--- src/rtl/mc_ctrl_fsm.sv ---
`default_nettype none
// ============================================================================
// mc_ctrl_fsm : multicycle main-control FSM for the RV32I+F core
// Rev 1.0
// ============================================================================
module mc_ctrl_fsm #(
    parameter int MEM_HS  = 0,
    parameter int MEM_LAT = 2,
    parameter int TMO_CYC = 0,
    parameter int CNT_W   = 32
) (
    input  logic             clk,
    input  logic             rstn,
    input  logic [6:0]       op,
    input  logic             mem_valid,
    input  logic             uart_done,
    input  logic             flpt_done,
    input  logic             halt_req,
    output logic             mem_req,
    output logic             pcwrite,
    output logic             memwrite,
    output logic             irwrite,
    output logic             regwrite,
    output logic             fregwrite,
    output logic             pcbufwrite,
    output logic             iord,
    output logic             branch,
    output logic             rors,
    output logic             uart_go,
    output logic             iorf,
    output logic             indecode,
    output logic [1:0]       alusrca,
    output logic [1:0]       alusrcb,
    output logic [1:0]       pcsrc,
    output logic [2:0]       regsrc,
    output logic [2:0]       aluop,
    output logic             illegal,
    output logic             timeout,
    output logic             halted,
    output logic [CNT_W-1:0] instret
);

    localparam logic [6:0] c_op_lw    = 7'b0000011;
    localparam logic [6:0] c_op_flw   = 7'b0000111;
    localparam logic [6:0] c_op_sw    = 7'b0100011;
    localparam logic [6:0] c_op_fsw   = 7'b0100111;
    localparam logic [6:0] c_op_r     = 7'b0110011;
    localparam logic [6:0] c_op_i     = 7'b0010011;
    localparam logic [6:0] c_op_b     = 7'b1100011;
    localparam logic [6:0] c_op_lui   = 7'b0110111;
    localparam logic [6:0] c_op_auipc = 7'b0010111;
    localparam logic [6:0] c_op_jal   = 7'b1101111;
    localparam logic [6:0] c_op_jalr  = 7'b1100111;
    localparam logic [6:0] c_op_recv  = 7'b0000001;
    localparam logic [6:0] c_op_send  = 7'b0000010;
    localparam logic [6:0] c_op_fp    = 7'b1010011;

    localparam logic [15:0] c_lat_last = 16'(MEM_LAT - 1);
    localparam logic [15:0] c_tmo_last = 16'(TMO_CYC - 1);

    typedef enum logic [4:0] {
        S_IDLE, S_FETCH, S_IWAIT, S_DECODE, S_MEMADR, S_DREQ, S_DWAIT,
        S_MEMWB, S_FMEMWB, S_STORE, S_EXEC, S_ALUWB, S_IMMEX, S_IMMWB,
        S_BRANCH, S_LUI, S_AUIPC, S_JAL, S_JALR, S_SEND_GO, S_SEND_WAIT,
        S_RECV_GO, S_RECV_WAIT, S_RECV_WB, S_FEXEC, S_HALT, S_TRAP
    } state_t;

    state_t           r_state;
    state_t           w_next;
    logic [15:0]      r_wcnt;
    logic             r_illegal;
    logic             r_timeout;
    logic [CNT_W-1:0] r_instret;
    logic             w_data_ok;
    logic             w_tmo_hit;
    logic             w_retire;
    logic             w_set_tmo;

    assign w_data_ok = (MEM_HS != 0) ? mem_valid : (r_wcnt == c_lat_last);
    assign w_tmo_hit = (TMO_CYC > 0) && (r_wcnt == c_tmo_last);

    assign illegal = r_illegal;
    assign timeout = r_timeout;
    assign instret = r_instret;

    always_ff @(posedge clk) begin
        if (!rstn) begin
            r_state   <= S_IDLE;
            r_wcnt    <= '0;
            r_illegal <= 1'b0;
            r_timeout <= 1'b0;
            r_instret <= '0;
        end else begin
            r_state <= w_next;
            // Any state change restarts the wait count, so every wait state begins at 0.
            if (w_next != r_state) begin
                r_wcnt <= '0;
            end else if (r_wcnt != '1) begin
                r_wcnt <= r_wcnt + 16'd1;
            end
            if (w_next == S_TRAP) begin
                r_illegal <= 1'b1;
            end
            if (w_set_tmo) begin
                r_timeout <= 1'b1;
            end
            if (w_retire) begin
                r_instret <= r_instret + CNT_W'(1);
            end
        end
    end

    always_comb begin
        w_next     = r_state;
        w_retire   = 1'b0;
        w_set_tmo  = 1'b0;
        mem_req    = 1'b0;
        pcwrite    = 1'b0;
        memwrite   = 1'b0;
        irwrite    = 1'b0;
        regwrite   = 1'b0;
        fregwrite  = 1'b0;
        pcbufwrite = 1'b0;
        iord       = 1'b0;
        branch     = 1'b0;
        rors       = 1'b0;
        uart_go    = 1'b0;
        iorf       = 1'b0;
        indecode   = 1'b0;
        halted     = 1'b0;
        alusrca    = 2'b00;
        alusrcb    = 2'b00;
        pcsrc      = 2'b00;
        regsrc     = 3'b000;
        aluop      = 3'b000;

        case (r_state)
            S_IDLE: w_next = S_FETCH;
            S_FETCH: begin
                mem_req    = 1'b1;
                pcwrite    = 1'b1;
                pcbufwrite = 1'b1;
                alusrcb    = 2'b01;
                w_next     = S_IWAIT;
            end
            S_IWAIT: begin
                if (w_data_ok) begin
                    irwrite = 1'b1;
                    w_next  = S_DECODE;
                end
            end
            S_DECODE: begin
                alusrca  = 2'b01;
                alusrcb  = 2'b10;
                indecode = 1'b1;
                case (op)
                    c_op_lw, c_op_flw, c_op_sw, c_op_fsw: w_next = S_MEMADR;
                    c_op_r:     w_next = S_EXEC;
                    c_op_i:     w_next = S_IMMEX;
                    c_op_b:     w_next = S_BRANCH;
                    c_op_lui:   w_next = S_LUI;
                    c_op_auipc: w_next = S_AUIPC;
                    c_op_jal:   w_next = S_JAL;
                    c_op_jalr:  w_next = S_JALR;
                    c_op_recv:  w_next = S_RECV_GO;
                    c_op_send:  w_next = S_SEND_GO;
                    c_op_fp:    w_next = S_FEXEC;
                    default:    w_next = S_TRAP;
                endcase
            end
            S_MEMADR: begin
                alusrca = 2'b10;
                alusrcb = 2'b10;
                w_next  = (op == c_op_sw || op == c_op_fsw) ? S_STORE : S_DREQ;
            end
            S_DREQ: begin
                mem_req = 1'b1;
                iord    = 1'b1;
                w_next  = S_DWAIT;
            end
            S_DWAIT: begin
                iord = 1'b1;
                if (w_data_ok) begin
                    w_next = (op == c_op_flw) ? S_FMEMWB : S_MEMWB;
                end
            end
            S_MEMWB: begin
                regwrite = 1'b1;
                regsrc   = 3'b001;
                w_retire = 1'b1;
            end
            S_FMEMWB: begin
                fregwrite = 1'b1;
                w_retire  = 1'b1;
            end
            S_STORE: begin
                memwrite = 1'b1;
                iord     = 1'b1;
                mem_req  = 1'b1;
                iorf     = (op == c_op_fsw);
                w_retire = w_data_ok;
            end
            S_EXEC: begin
                alusrca = 2'b10;
                aluop   = 3'b100;
                w_next  = S_ALUWB;
            end
            S_ALUWB: begin
                regwrite = 1'b1;
                w_retire = 1'b1;
            end
            S_IMMEX: begin
                alusrca = 2'b10;
                alusrcb = 2'b10;
                aluop   = 3'b101;
                w_next  = S_IMMWB;
            end
            S_IMMWB: begin
                regwrite = 1'b1;
                w_retire = 1'b1;
            end
            S_BRANCH: begin
                alusrca  = 2'b10;
                pcsrc    = 2'b01;
                branch   = 1'b1;
                aluop    = 3'b111;
                w_retire = 1'b1;
            end
            S_LUI: begin
                regwrite = 1'b1;
                regsrc   = 3'b010;
                w_retire = 1'b1;
            end
            S_AUIPC: begin
                regwrite = 1'b1;
                w_retire = 1'b1;
            end
            S_JAL: begin
                pcwrite  = 1'b1;
                regwrite = 1'b1;
                regsrc   = 3'b011;
                pcsrc    = 2'b01;
                w_retire = 1'b1;
            end
            S_JALR: begin
                pcwrite  = 1'b1;
                regwrite = 1'b1;
                regsrc   = 3'b011;
                alusrca  = 2'b10;
                alusrcb  = 2'b10;
                pcsrc    = 2'b10;
                w_retire = 1'b1;
            end
            S_SEND_GO: begin
                rors    = 1'b1;
                uart_go = 1'b1;
                w_next  = S_SEND_WAIT;
            end
            S_SEND_WAIT: begin
                // Completion on the expiry cycle takes the normal path.
                if (uart_done) begin
                    w_retire = 1'b1;
                end else if (w_tmo_hit) begin
                    w_set_tmo = 1'b1;
                    w_retire  = 1'b1;
                end
            end
            S_RECV_GO: begin
                uart_go = 1'b1;
                w_next  = S_RECV_WAIT;
            end
            S_RECV_WAIT: begin
                if (uart_done) begin
                    w_next = S_RECV_WB;
                end else if (w_tmo_hit) begin
                    w_set_tmo = 1'b1;
                    w_retire  = 1'b1;
                end
            end
            S_RECV_WB: begin
                regwrite = 1'b1;
                regsrc   = 3'b100;
                w_retire = 1'b1;
            end
            S_FEXEC: begin
                if (flpt_done) begin
                    w_retire = 1'b1;
                end else if (w_tmo_hit) begin
                    w_set_tmo = 1'b1;
                    w_retire  = 1'b1;
                end
            end
            S_HALT: begin
                halted = 1'b1;
                if (!halt_req) begin
                    w_next = S_FETCH;
                end
            end
            S_TRAP: halted = 1'b1;
            default: w_next = S_IDLE;
        endcase

        if (w_retire) begin
            w_next = halt_req ? S_HALT : S_FETCH;
        end

        // The cycle in which reset is sampled must not commit any write or request.
        if (!rstn) begin
            mem_req    = 1'b0;
            pcwrite    = 1'b0;
            memwrite   = 1'b0;
            irwrite    = 1'b0;
            regwrite   = 1'b0;
            fregwrite  = 1'b0;
            pcbufwrite = 1'b0;
            uart_go    = 1'b0;
        end
    end

endmodule
`default_nettype wire
--- config.mk ---
export PLATFORM = sky130hd
export DESIGN_NAME = mc_ctrl_fsm
export DESIGN_NICKNAME = d
export VERILOG_FILES = /design/src/rtl/mc_ctrl_fsm.sv
export SDC_FILE = /design/constraint.sdc
export NUM_CORES = 1
export LEC_CHECK = 0
export CORE_MARGIN = 8
export CORE_UTILIZATION = 35
export CTS_BUF_LIST = sky130_fd_sc_hd__clkbuf_4
export DETAILED_ROUTE_END_ITERATION = 10
export PLACE_DENSITY = 0.63
export SETUP_SLACK_MARGIN = 0.2
export SLEW_MARGIN = 20
export SYNTH_ARGS = -nofsm -noshare
export SYNTH_HDL_FRONTEND = slang
export SYNTH_SLANG_ARGS = --single-unit
--- constraint.sdc ---
create_clock -name clk -period 5.35 [get_ports clk]
set_clock_uncertainty 0.15 [all_clocks]
set_input_delay 0.8025 -clock clk [delete_from_list [all_inputs] [get_ports clk]]
set_output_delay 0.8025 -clock clk [all_outputs]
set_load 0.005 [all_outputs]
==> results.md, run 1 <==
Setup path:
- The worst flop-to-flop path endpoint is r_wcnt[4]$_SDFFE_PP0P_.
- The arrival time of the worst setup path is between 2000 and 3000 ps.
- The required time of the worst setup path is 4400 ps.
- The depth of the most critical reg-to-reg path is 7.
- By startpoint and endpoint, the worst setup path is classified as reg2out.
- The highest net fanout along the worst path is 22.
- The worst setup path is launched from a flop.
- The startpoint identified for the worst register-to-register timing path is r_state[0]$_SDFF_PN0_.
- The nature of the critical path endpoint is a primary output.
- The launch point of the worst path is r_state[0]$_SDFF_PN0_.
- Following the worst setup path forward leads to its endpoint at indecode.
- The reg-to-reg setup timing slack is approximately 1500 ps.

Yosys:
- After synthesis, flip-flops and latches occupy 30.1% of the total area.
- The share of flip-flops with an asynchronous set or reset is 0%.
- The share of Yosys cell area claimed by the top area cell type is 30.1%.
- Of all cell types, the one taking the most synthesized area is dfxtp_1.
- Summing every instance area after synthesis gives about 3600 um2.
- The number of synthesized flops with an enable pin is 0.
- By area the synthesized netlist is led by dfxtp_1 (30%), nor2_1 (6.0%), xnor2_1 (5.4%).
- Synthesis inferred 54 register bits.
- The net count of the mapped netlist is between 400 and 500.
- The most used flip-flop cell after synthesis is dfxtp_1.
- The count of synthesis-stage warnings from yosys is 0.
- Synthesis instantiated 66 different standard cells from the library.
- The gate count of the mapped netlist is around 470.
- The mean cell area of the mapped netlist is about 7.6 um2.

Global route:
- In the global route stage, overall resource usage came out at a little over an eighth.
- The maximum number of pins on one net before global-route repair is 38.
- The initial antenna violation count is 1.
- The first global-routing pass estimated around 16000 um of wire.
- Summed over all layers, the global routing overflow is 0.
- The number of global-route vias before repair is 3398.

Floorplan:
- The area of the core is about 10000 um2.
- From bottom edge to top edge, the die measures roughly 120 um.
- The initialized floorplan defines 37 standard-cell rows.
- The initial utilization of the core area, before any placement, comes to roughly 35%.
- For this design the top-level I/O count stands at 73.
- The floorplan step defined a die boundary enclosing 13800 um2.
- The floorplan die width is roughly 120 um.

Route:
- The iteration-0 DRC count of the detailed router is approximately 220.
- The routed layout has about 3600 vias.
- The per-cell via count in the routed design is 5.45.
- The overall routed net length is a little under 10000 um.
- The post-route DRC violation count is 0.
- In this run the remaining antenna-violating nets after routing total 0.
- After detailed routing, the average wire length per cell comes to about 15 um.
- The first TritonRoute pass finished after 4 iterations.

Place:
- Summed over all nets, the half-perimeter wirelength after detailed placement is 7140 um.
- Routability-driven placement finished with a final weighted congestion of just under 0.9.
- The number of buffer cells added on primary ports is 70.
- The placement-stage worst setup slack is between 1000 and 1500 ps.

STA:
- The final critical path takes up 72.3% of the cycle.
- The highest clock frequency the design can meet is between 200 and 300 MHz.
- Setup repair after global routing left no endpoint under its margin.
- Setup violations remaining at the end of the flow were counted as 0.
- Counting I/O delays and the setup requirement, the final critical path takes 3870 ps.
- The final-report hold violation count came to 0.
- The headroom to the max-slew limit is between 30 and 40%.
- The worst path meets setup with ~1500 ps of slack.
- Adding up every negative setup slack in the final design gives 0 ps.
- The number of max-slew violations in the final report came to 0.
- The slew at the pin closest to its max-slew limit is around 990 ps.

Clock network:
- The number of clock buffers added by TritonCTS is 5.
- The tree is rooted in a clkbuf_4.
- The number of setup buffers added after CTS is 0.
- The maximum number of buffers from clock root to sink is 2.
- The maximum level of the CTS H-tree is 2.
- The tree built by TritonCTS fans out to 54 sinks.
- The quantity of hold-fixing buffers added after cts is 0.
- The insertion delay of the later-clocked pin in the worst-skew pair is roughly 390 ps.
- Post-CTS repair changed the size of 0 cells.
- After clock tree synthesis, the clock-pin slew on the worst setup and hold paths is about 160 ps.
- The clock tree from TritonCTS is yes.

Cells and area:
- In the final layout, the share of cells above drive strength 1 is ~4.2%.
- The top cell types in the final layout, fill and taps aside, are clkdlybuf4s50_1 (70), nor2_1 (57), dfxtp_1 (54).
- The number of nets in the finished design is 534.
- The utilization after layout is between 40% and 50%.
- The layout overhead on the synthesized area is 22.2%.
- The commonest non-fill, non-tap cell in the layout is clkdlybuf4s50_1.
- Fill cells in the final layout number roughly 1000.

Power:
- VDD sags by at most about 0.00013 V.
- The areal power density over the cells is approximately 280 nW/um2.
- For this design the static power due to leakage is between 1 and 1.5 nW.
- The completed layout was analyzed and its total power is between 1 and 1.5 mW.

Flow run:
- The count of max-cap constraint violations is 0.

Hold path:
- The class of the tightest hold or removal check is reg2reg.

Run status:
- The run finished with clean final reports.
Yosys cell counts, types with 2 or more instances:
cell type  instances
or3b_2             2
and3b_1            4
a32oi_1            2
nor4b_1            3
o211ai_1           4
nand2b_1          11
and4b_1            3
nor3_1            34
a2111oi_0          2
nor2b_1            2
buf_2              9
buf_1              2
or3_1             12
buf_4              4
o22ai_1            2
dfxtp_1           54
o211a_1            2
a211oi_1           4
nand3_1           20
a31oi_1            2
nor4_1            10
and2_1             3
a22oi_1            2
o21ai_0           20
nand3b_1           4
xor2_1            17
inv_1             16
ha_1               3
o221a_2            2
clkbuf_1          16
and3_1            10
nor3b_1            4
and4_1             9
mux2i_1            5
nand4_1           12
xnor2_1           22
nand2_1           37
nor2_1            57
a21oi_1           17
state kept, by name, indices dropped and copies added, names as in the netlist:
| name | flops |
|---|---|
| r_state | 5 |
| instret | 32 |
| r_wcnt | 16 |
| illegal | 1 |
power by group:
part	internal, mW	leakage, nW	switching [mW]
combinational	0.222	0.983	0.337
sequential	0.422	0.436	0.0844
clock	0.0517	0.0293	0.133
metal layers:
metal	up-vias	global-route usage, %	routed length [um]
met2	85	22.1	4540
met5	-	0	0
met3	10	2.25	444
li1	1782	-	-
met4	0	5.35	147
met1	1695	17.5	4660
layout make-up:
type,instances,area (um2),share of cell area (%)
tap,136,170,3.87
antenna,1,2.50,0.0570
clock buffer,5,37.5,0.855
inverter,17,63.8,1.45
multi-input combinational,368,2300,52.4
timing repair buffer,72,716,16.3
sequential,54,1080,24.6
clock inverter,3,20.0,0.456
through the flow:
step                      hold slack (ps)  cell area, um2  instances
after global routing                  380            4390        656
after global placement                332            4330        647
after floorplan                       290            3590        471
after detailed placement              327            4330        647
final                                 345            4390        656
after CTS                             347            4380        655
worst min-delay path by stage:
stage / start / endpoint / slack (ps) / cells after the start
2_1_floorplan: illegal$_SDFFE_PN0N_ / illegal$_SDFFE_PN0N_ / 290 / 2
3_3_place_gp: illegal$_SDFFE_PN0N_ / illegal$_SDFFE_PN0N_ / 330 / 2
3_5_place_dp: illegal$_SDFFE_PN0N_ / illegal$_SDFFE_PN0N_ / 330 / 2
4_1_cts: illegal$_SDFFE_PN0N_ / illegal$_SDFFE_PN0N_ / 350 / 2
5_1_grt: illegal$_SDFFE_PN0N_ / illegal$_SDFFE_PN0N_ / 380 / 2
6_report: illegal$_SDFFE_PN0N_ / illegal$_SDFFE_PN0N_ / 350 / 2
worst max-delay path: stages (launching register included):
cell             delay (ps)
dfxtp_1                 890
nand2b_1                400
or3_1                   560
inv_1                   150
clkdlybuf4s50_1         520
cells by family (layout without fill, tap and decap cells):
group | count (synthesis) | after routing | synth area share, %
compound gates | 77 | 77 | 15.0
simple gates | 242 | 242 | 36.5
buf+inv | 49 | 97 | 6.06
fa+ha+maj | 3 | 3 | 1.04
xor+xnor | 39 | 39 | 9.51
mux | 6 | 6 | 1.71
other cells | 1 | 2 | 0.104
flops | 54 | 54 | 30.1
Note: power is estimated with default switching activity, not from simulation.
==> run 2, diff against run 1 <==
Settings changed: PLACE_DENSITY 0.63 to 0.65.
Clock period 5.35 ns to 3.2 ns, I/O delays scaled along.
==> results.md, run 2 (synthesized netlist as in run 1, its figures left out) <==
Global route:
- In the global route stage, overall resource usage came out at between 10 and 15%.
- The initial antenna violation count came to 0.
- The final global-route overflow total is 0.
- The first global-routing pass estimated between 15000 and 20000 um of wire.
- The maximum number of pins on one net before global-route repair is 37.
- The number of global-route vias before repair is between 3000 and 4000.

Cells and area:
- The multi-input logic area is about 2300 um2.
- The register with the most flip-flops in the layout has 32 of them.
- The sequential cell area is ~1100 um2.
- In the layout the commonest cells are clkdlybuf4s50_1 (70), nor2_1 (56), dfxtp_1 (49).
- The layout overhead on the synthesized area is 28.6%.
- The ratio of cells with drive above 1 in the final layout is just over 10%.
- The utilization after layout is a little under half.
- Counting the fill cells in the layout gives 1000.
- The antenna diode instance count is 0.
- The number of nets in the finished design is roughly 560.
- The library cell used most frequently in the layout, excluding fill and tap cells, is clkdlybuf4s50_1.

STA:
- Setup repair after global routing could not meet its margin everywhere.
- The final setup violation count is 0.
- The number of max-slew violations in the final report is 0.
- The final-report hold violation count came to 0.
- The highest clock frequency the design can meet is between 300 and 400 MHz.
- The share of the cycle needed by the critical path after routing is roughly 90%.
- The worst pin sits at a relative slew slack of 60.7%.
- The final total negative setup slack is 0 ps.
- The final critical delay including setup and external delays is about 2900 ps.
- At the pin with the least slew margin, the transition time is 583 ps.

Setup path:
- The launch point of the worst path is op[1].
- For the worst flop-to-flop path, the logic depth is 11.
- In this run the worst setup path terminates at iorf.
- The worst register-to-register path ends at r_wcnt[13]$_SDFFE_PP0P_.
- In this run the worst path has a maximum fanout of 8.
- The largest individual stage delay along the critical path comes from the cell clkdlybuf4s50_1.
- STA puts the critical path data arrival time at 2240 ps.
- The delay of the slowest critical-path stage is around 550 ps.
- For the worst setup path, the data required time is around 2600 ps.
- The critical path is of the in2out type.
- The worst register-to-register path has a setup slack of around 400 ps.
- STA classifies the critical path startpoint as a primary input.
- The startpoint identified for the worst register-to-register timing path is r_wcnt[1]$_SDFFE_PP0P_.
- The worst setup path is captured at a primary output.
- Traced cell by cell, the critical path runs through clkdlybuf4s50_1 > and3b_1 > and3_1 > and3_1 > clkdlybuf4s50_1.

Route:
- The per-cell via count in the routed design is about 5.3.
- After detailed routing, the number of remaining DRC violations is 0.
- The routed wirelength normalized by instance count is approximately 14 um.
- For this block, the initial DRC count from the detailed router was between 200 and 250.
- In this run the remaining antenna-violating nets after routing total 0.
- For this block, the routed nets add up to 9820 um of wire.
- The routed layout has 3619 vias.
- The first detailed-routing pass took 4 iterations.

Power:
- The maximum resistive drop on vdd is about 0.00021 V.
- Dividing total power by cell area gives a power density of 515 nW/um2.
- The static power due to leakage is roughly 1.6 nW.

Floorplan:
- For this configuration, the core starts out at a cell density of a little over a third.
- The die is around 120 um wide.
- The number of top-level design ports is 73.
- The number of cell rows is 37.
- The die is 117 um tall.
- The floorplan step defined a die boundary enclosing roughly 14000 um2.
- The area of the core is 10100 um2.

Place:
- The half-perimeter wire length of the detailed placement result is between 7000 and 8000 um.
- The congestion estimate from routability-driven global placement came to a little under 0.9.
- During placement, the flow inserted port buffers numbering 70.

Clock network:
- Counting every sink on the clock net gives 54.
- The number of setup buffers added after CTS is 0.
- In this run the number of H-tree levels came out at 2.
- In this run, post-CTS hold repair placed 0 buffers.
- No sink is reached through more buffers than the 2 on the longest clock path.
- In this run the clock root is driven by a clkbuf_4.
- The later pin in the worst-skew pair is clocked with a latency of between 300 and 400 ps.
- Counting the buffers created by CTS gives 5.
- TritonCTS built the clock tree.
- After clock tree synthesis, the clock-pin slew on the worst setup and hold paths is ~160 ps.

Flow run:
- The count of max-cap constraint violations is 0.

Run status:
- The flow ran to the end, and the final reports show no timing, DRC or antenna violations.

Hold path:
- The startpoint identified for the worst hold timing path is illegal$_SDFFE_PN0N_.
- The class of the tightest hold or removal check is reg2reg.
==> run 2: per-stage QoR <==
stage                     setup slack [ps]  area [um2]  power (mW)  instances  hold slack [ps]
after floorplan                        615        3590        1.54        471              290
after global placement                 108        4500        1.96        669              292
after detailed placement              59.8        4500        1.98        669              293
after CTS                              200        4590        2.38        677              319
after global routing                   190        4620        2.57        677              357
final                                  327        4620        2.38        677              313
==> run 2: worst min-delay path by stage <==
stage | endpoint | slack [ps] | depth (start not counted)
finish | illegal$_SDFFE_PN0N_ | 310 | 2
global route | illegal$_SDFFE_PN0N_ | 360 | 2
detailed placement | illegal$_SDFFE_PN0N_ | 290 | 2
global placement | illegal$_SDFFE_PN0N_ | 290 | 2
floorplan | illegal$_SDFFE_PN0N_ | 290 | 2
CTS | illegal$_SDFFE_PN0N_ | 320 | 2
==> run 2: layer usage <==
metal | wire length, um | GRT usage (%)
met5 | 0 | 0
met4 | 214 | 5.43
met3 | 485 | 3.02
met2 | 4490 | 23.2
met1 | 4620 | 18.0
==> run 2: where the power goes <==
part	total, mW	switching (mW)	internal (mW)
sequential	0.787	0.0760	0.711
clock	0.390	0.221	0.169
combinational	1.20	0.671	0.533
total	2.38	0.968	1.41
==> run 2: cell type report <==
type / count / area share, %
clock inverters: 3 / 1.03
flip-flops and latches: 54 / 23.6
inverters: 17 / 1.41
repair buffers: 94 / 19.3
multi-input cells: 368 / 50.1
well taps: 136 / 3.68
clock buffers: 5 / 0.812
==> run 2: timing repair <==
| action | 4_1_cts | 5_1_grt |
|---|---|---|
| pin swaps | 1 | 1 |
| gates resized for setup | 3 | 10 |
| setup endpoints to repair | 4 | 20 |
==> run 2: worst max-delay path: cells and delay by family <==
family / cells / cell delay [ps]
buf+inv: 2 / 1050
simple gates: 3 / 720
